<file path="config.mk">
export PLATFORM = sky130hd
export DESIGN_NAME = bram_stream_reader
export DESIGN_NICKNAME = d
export VERILOG_FILES = /design/src/rtl/bram_stream_reader.sv
export SDC_FILE = /design/constraint.sdc
export NUM_CORES = 1
export LEC_CHECK = 0
export BUFFER_PORTS_ARGS = -buffer_cell sky130_fd_sc_hd__buf_4
export CORE_AREA = 2 2 68 70
export CTS_CLUSTER_DIAMETER = 80
export CTS_CLUSTER_SIZE = 8
export DETAILED_ROUTE_END_ITERATION = 8
export DIE_AREA = 0 0 70 72
export PLACE_DENSITY_LB_ADDON = 0.2
export SLEW_MARGIN = 15
export SYNTH_ARGS = -nofsm -noshare
export SYNTH_HDL_FRONTEND = slang
export SYNTH_SLANG_ARGS = --single-unit
</file>
<file path="constraint.sdc">
create_clock -name clk_i -period 2.8 [get_ports clk_i]
set_clock_uncertainty 0.2 [all_clocks]
set_input_delay 0.14 -clock clk_i [delete_from_list [all_inputs] [get_ports clk_i]]
set_output_delay 0.14 -clock clk_i [all_outputs]
set_load 0.1 [all_outputs]
</file>
<file path="src/rtl/bram_stream_reader.sv">
// Burst read controller for one BRAM port. Reads `length` consecutive words
// starting at `base_addr` and presents them as a valid/ready stream. The
// one-cycle BRAM read latency is absorbed by a 2-entry output FIFO. A read is
// issued only when the FIFO is guaranteed to have room for its data, so the
// FIFO cannot overflow.
module bram_stream_reader #(
  parameter int RAM_DATA_WIDTH = 8,
  parameter int RAM_ADDR_WIDTH = 4
) (
  input  logic                      clk_i,
  input  logic                      rst_ni,
  input  logic                      start_i,
  input  logic [RAM_ADDR_WIDTH-1:0] base_addr_i,
  input  logic [RAM_ADDR_WIDTH:0]   length_i,
  output logic                      busy_o,
  output logic                      done_o,
  output logic                      ram_wr_o,
  output logic [RAM_ADDR_WIDTH-1:0] ram_addr_o,
  output logic [RAM_DATA_WIDTH-1:0] ram_data_in_o,
  input  logic [RAM_DATA_WIDTH-1:0] ram_data_out_i,
  output logic                      m_valid_o,
  input  logic                      m_ready_i,
  output logic [RAM_DATA_WIDTH-1:0] m_data_o,
  output logic                      m_last_o
);

  localparam int CW = RAM_ADDR_WIDTH + 1;

  typedef enum logic [1:0] {S_IDLE, S_RUN, S_FINISH} state_t;

  state_t                    state_q, state_d;
  logic [RAM_ADDR_WIDTH-1:0] ram_addr_q;
  logic [CW-1:0]             length_q;
  logic [CW-1:0]             issued_q;
  logic [CW-1:0]             accepted_q;
  logic                      inflight_q;
  logic [RAM_DATA_WIDTH-1:0] fifo_q [2];
  logic                      wr_ptr_q, rd_ptr_q;
  logic [1:0]                count_q, count_d;

  logic                      issue;
  logic                      push, pop;
  logic [1:0]                occ_after_pop;

  // Stream side is driven purely from registers: never from m_ready_i.
  assign m_valid_o     = (count_q != 2'd0);
  assign m_data_o      = fifo_q[rd_ptr_q];
  assign m_last_o      = m_valid_o && (accepted_q == (length_q - CW'(1)));
  assign ram_addr_o    = ram_addr_q;
  assign ram_wr_o      = 1'b0;
  assign ram_data_in_o = '0;

  // Data returning from the BRAM is always pushed; the credit rule reserved room for it.
  assign push          = inflight_q;
  assign pop           = m_valid_o && m_ready_i;
  assign occ_after_pop = count_q - {1'b0, pop};

  // State register.
  always_ff @(posedge clk_i or negedge rst_ni) begin
    if (!rst_ni) state_q <= S_IDLE;
    else         state_q <= state_d;
  end

  // Next-state logic: a burst ends on the handshake of its last word.
  always_comb begin
    state_d = state_q;
    case (state_q)
      S_IDLE: begin
        if (start_i) state_d = (length_i == '0) ? S_FINISH : S_RUN;
      end
      S_RUN: begin
        if (pop && m_last_o) state_d = S_FINISH;
      end
      S_FINISH: state_d = S_IDLE;
      default:  state_d = S_IDLE;
    endcase
  end

  // FSM outputs, including the credit-checked read issue decision.
  always_comb begin
    busy_o = 1'b0;
    done_o = 1'b0;
    issue  = 1'b0;
    case (state_q)
      S_RUN: begin
        busy_o = 1'b1;
        issue  = (issued_q < length_q) &&
                 (({1'b0, occ_after_pop} + {2'b00, inflight_q}) < 3'd2);
      end
      S_FINISH: done_o = 1'b1;
      default: ;
    endcase
  end

  // FIFO occupancy after this cycle's push and pop.
  always_comb begin
    count_d = count_q;
    case ({push, pop})
      2'b10:   count_d = count_q + 2'd1;
      2'b01:   count_d = count_q - 2'd1;
      default: count_d = count_q;
    endcase
  end

  // Burst capture, address/counter advance, and the 2-entry output FIFO.
  always_ff @(posedge clk_i or negedge rst_ni) begin
    if (!rst_ni) begin
      ram_addr_q <= '0;
      length_q   <= '0;
      issued_q   <= '0;
      accepted_q <= '0;
      inflight_q <= 1'b0;
      fifo_q[0]  <= '0;
      fifo_q[1]  <= '0;
      wr_ptr_q   <= 1'b0;
      rd_ptr_q   <= 1'b0;
      count_q    <= '0;
    end else begin
      if (state_q == S_IDLE && start_i) begin
        length_q   <= length_i;
        issued_q   <= '0;
        accepted_q <= '0;
        // A zero-length burst touches nothing on the BRAM port.
        if (length_i != '0) ram_addr_q <= base_addr_i;
      end
      if (issue) begin
        ram_addr_q <= ram_addr_q + 1'b1;
        issued_q   <= issued_q + CW'(1);
      end
      inflight_q <= issue;
      if (push) begin
        fifo_q[wr_ptr_q] <= ram_data_out_i;
        wr_ptr_q         <= ~wr_ptr_q;
      end
      if (pop) begin
        rd_ptr_q   <= ~rd_ptr_q;
        accepted_q <= accepted_q + CW'(1);
      end
      count_q <= count_d;
    end
  end

endmodule

</file>
==> impl_metrics.prom <==
# TYPE chip_impl_metric gauge
chip_impl_info{name="worst_path_max_delay_cell",value="dfrtp_1"} 1
chip_impl_metric{name="relSlewSlack",unit=""} 0.5465
chip_impl_info{name="cp_cell_sequence",value="or2_4, nand2_1, inv_1, ha_1, inv_1, a2111oi_4, o21ai_4, inv_4, nor2_2, a221o_1"} 1
chip_impl_metric{name="final-hold-violation-count",unit=""} 0
chip_impl_metric{name="critical_path_peak_fanout",unit=""} 15
chip_impl_metric{name="cts.htree.levels",unit=""} 2
chip_impl_metric{name="drive_above_1_share",unit=""} 0.3004
chip_impl_info{name="synth_area_leaders",value="dfrtp_1 (46%), mux2_2 (12%), ha_1 (5.5%)"} 1
chip_impl_metric{name="fin_nets",unit=""} 293
chip_impl_info{name="most-common-layout-cells",value="dfrtp_1 (42), buf_4 (38), mux2_2 (24)"} 1
chip_impl_metric{name="crit_arrival",unit="ns"} 2.62
chip_impl_info{name="hold-path-endpoint",value="rd_ptr_q"} 1
chip_impl_metric{name="synth_largest_type_area_fraction",unit=""} 0.4631
chip_impl_metric{name="period_needed",unit="ns"} 2.638
chip_impl_metric{name="route.vias.total",unit=""} 1622
chip_impl_info{name="status",value="finished, final reports clean"} 1
chip_impl_metric{name="largest_net_degree_at_the_start_of_global_routing",unit=""} 43
chip_impl_metric{name="length_of_the_first_detailed_routing_pass_in_iterations",unit=""} 4
chip_impl_metric{name="drtIter0Drc",unit=""} 111
chip_impl_metric{name="drt_drc_violations_left",unit=""} 0
chip_impl_metric{name="cp.required",unit="ns"} 2.78
chip_impl_metric{name="grtUsageTotal",unit=""} 0.1894
chip_impl_info{name="min-delay-path-class",value="primary input to flip-flop"} 1
chip_impl_metric{name="synthesis.area_per_instance",unit="µm²"} 11.07
chip_impl_metric{name="cts_buffers",unit=""} 5
chip_impl_info{name="clock-root-buffer",value="clkbuf_8"} 1
chip_impl_info{name="hold_start",value="m_ready_i"} 1
chip_impl_info{name="rsz0062_at_grt",value="false"} 1
chip_impl_info{name="critical-path-top-delay-family",value="compound AO/OA/AOI/OAI gates"} 1
chip_impl_metric{name="cts_post_setup_buffers_inserted",unit=""} 0
chip_impl_metric{name="yosys_warnings",unit=""} 0
chip_impl_metric{name="die_w",unit="µm"} 70
chip_impl_metric{name="core_area",unit="µm²"} 4264
chip_impl_info{name="critical-path-top-cell-by-count",value="inv_1"} 1
chip_impl_info{name="final_common_cell",value="dfrtp_1"} 1
chip_impl_metric{name="synth-seq-cells",unit=""} 42
chip_impl_metric{name="setup-tns-final",unit="ns"} 0
chip_impl_metric{name="die_h",unit="µm"} 72
chip_impl_metric{name="actual_transition_at_the_worst_max_transition_pin",unit="ns"} 0.6777
chip_impl_metric{name="floorplan.rows",unit=""} 24
chip_impl_metric{name="number_of_enable_type_register_cells_in_the_synthesized_netlist",unit=""} 0
chip_impl_metric{name="insertedDiodeCount",unit=""} 0
chip_impl_metric{name="drv_cap",unit=""} 0
chip_impl_info{name="synth_top_cell_by_area",value="dfrtp_1"} 1
chip_impl_metric{name="seq_area_frac_synth",unit=""} 0.4631
chip_impl_info{name="critical_path.endpoint_type",value="flip-flop"} 1
chip_impl_metric{name="grt-ovfl-total",unit=""} 0
chip_impl_metric{name="cts.reportedPaths.clkPinSlew",unit="ns"} 0.09
chip_impl_metric{name="port_buffers",unit=""} 36
chip_impl_metric{name="final_util",unit=""} 0.6643
chip_impl_info{name="timing.rr.start",value="count_q[0]"} 1
chip_impl_metric{name="r2r.worst_path.cells",unit=""} 10
chip_impl_metric{name="mappedNetlistArea",unit="µm²"} 2270
chip_impl_metric{name="post_drt_via_cell_ratio",unit=""} 5.149
chip_impl_metric{name="gp_congestion",unit=""} 0.7534
chip_impl_metric{name="timing.critical_path.slowest_cell_delay",unit="ns"} 0.43
chip_impl_metric{name="antenna_found_initial",unit=""} 0
chip_impl_info{name="start_kind",value="flip-flop"} 1
chip_impl_metric{name="post_synth_inst_count",unit=""} 205
chip_impl_metric{name="synth.distinct_cells",unit=""} 41
chip_impl_metric{name="clock_latency",unit="ns"} 0.30
chip_impl_metric{name="worstPathBufferInverterCount",unit=""} 3
chip_impl_metric{name="detailed_place_hpwl",unit="µm"} 3096
chip_impl_metric{name="synthArstFlopShare",unit=""} 1.000
chip_impl_info{name="postSynth.topFlopCell",value="dfrtp_1"} 1
chip_impl_metric{name="effective_utilization_at_floorplan",unit=""} 0.5323
chip_impl_metric{name="finalWirelength",unit="µm"} 4530
chip_impl_metric{name="num_io_pins",unit=""} 46
chip_impl_info{name="worst_setup_path_startpoint",value="count_q[0]"} 1
chip_impl_metric{name="max_slew_violation_count",unit=""} 0
chip_impl_metric{name="wl_per_cell",unit="µm"} 14.38
chip_impl_info{name="cts_tree",value="yes"} 1
chip_impl_metric{name="first_global_vias",unit=""} 1663
chip_impl_metric{name="antenna_violating_nets_post_route",unit=""} 0
chip_impl_metric{name="rrSetupSlack",unit="ns"} 0.16
chip_impl_metric{name="fmax",unit="MHz"} 379.1
chip_impl_metric{name="fp.dieArea",unit="µm²"} 5040
chip_impl_metric{name="flow.area_growth_from_synthesis",unit="%"} 24.81
chip_impl_metric{name="cts-root-to-sink-buffers",unit=""} 2
chip_impl_metric{name="cts.sinks",unit=""} 42
chip_impl_metric{name="timing.final.crit_share",unit=""} 0.9420
chip_impl_metric{name="grt_pass1_wl",unit="µm"} 7514
chip_impl_metric{name="finalSetupViolations",unit=""} 0
chip_impl_info{name="critical_path.reg2reg.endpoint",value="ram_addr_o[0]"} 1
chip_impl_info{name="critPathKind",value="flip-flop to flip-flop"} 1
chip_impl_metric{name="whs_path_depth",unit=""} 4
[worst max-delay path by stage]
stage               endpoint  slack (ns)  cells past startpoint
2_1_floorplan  ram_addr_o[0]        0.11                     10
3_3_place_gp   ram_addr_o[0]        0.27                     10
4_1_cts        ram_addr_o[0]        0.15                     10
3_5_place_dp   ram_addr_o[0]        0.20                     10
6_report       ram_addr_o[0]        0.16                     10
5_1_grt        ram_addr_o[0]        0.02                     10
[worst register-to-register path, cell delays in order, from the launching register on]
cell and delay, ns:
dfrtp_1 0.43, or2_4 0.26, nand2_1 0.09, inv_1 0.10, ha_1 0.29, inv_1 0.06, a2111oi_4 0.40, o21ai_4 0.22
inv_4 0.12, nor2_2 0.06, a221o_1 0.30
[synthesized netlist by cell type (all sizes together), types with 2 or more instances]
| master | number |
|---|---|
| mux2 | 25 |
| o21ai | 18 |
| a211o | 2 |
| ha | 10 |
| o31ai | 2 |
| clkbuf | 4 |
| nand2b | 3 |
| nor3 | 4 |
| dfrtp | 42 |
| a31oi | 2 |
| a2111oi | 2 |
| nor2 | 10 |
| nand3 | 8 |
| buf | 10 |
| xor2 | 11 |
| xnor2 | 4 |
| inv | 13 |
| nand4 | 2 |
| nand2 | 17 |
[timing repair]
action                                 CTS  global route
gates resized for setup                  0             0
endpoints found under the hold margin   68             0
hold buffers                            18             0
[layer usage]
metal	wire [µm]	vias up	GRT usage
met5	0	-	0
met4	57	0	0.05983
met3	142	5	0.03750
met2	2270	30	0.3228
met1	2059	783	0.2466
li1	-	804	-
[cell families (layout without fill, tap and decap cells)]
group           count (synthesis)  after routing  share of synthesized area
xor+xnor                       15             15                    0.05788
other cells                     1              9                   0.001652
fa+ha+maj                      10             10                    0.05513
flops                          42             42                     0.4631
mux                            26             26                     0.1356
buf+inv                        27             77                    0.06118
simple gates                   51             51                     0.1097
compound gates                 33             33                     0.1158
[sequential cells by signal (all words and copies together), names as in the netlist]
signal      flops
fifo_q         16
accepted_q      5
issued_q        5
length_q        5
ram_addr_o      4
count_q         2
state_q         2
inflight_q      1
rd_ptr_q        1
wr_ptr_q        1
[per-stage QoR]
| step | setup slack [ns] | hold WS (ns) | std cells | instance area (µm²) |
|---|---|---|---|---|
| 2_1_floorplan | 0.1075 | -0.3556 | 213 | 2302 |
| 3_3_place_gp | 0.2661 | -0.04032 | 289 | 2565 |
| 3_5_place_dp | 0.2017 | -0.04095 | 289 | 2565 |
| 4_1_cts | 0.1546 | 0.04727 | 315 | 2833 |
| 5_1_grt | 0.02401 | 0.06416 | 315 | 2833 |
| 6_report | 0.1624 | 0.05827 | 315 | 2833 |
[final cells by class]
cell class                      instances  area (µm²)
Clock inverter                          3       18.77
Tap cell                               52       65.06
Fill cell                             363        1431
Clock buffer                            5       68.82
Multi-Input combinational cell        144        1112
Sequential cell                        42        1051
Timing Repair Buffer                   56       465.4
Inverter                               13       51.30
Power is not shown: default switching activity piles up to over one toggle a cycle in this logic, so the estimate is an artifact.
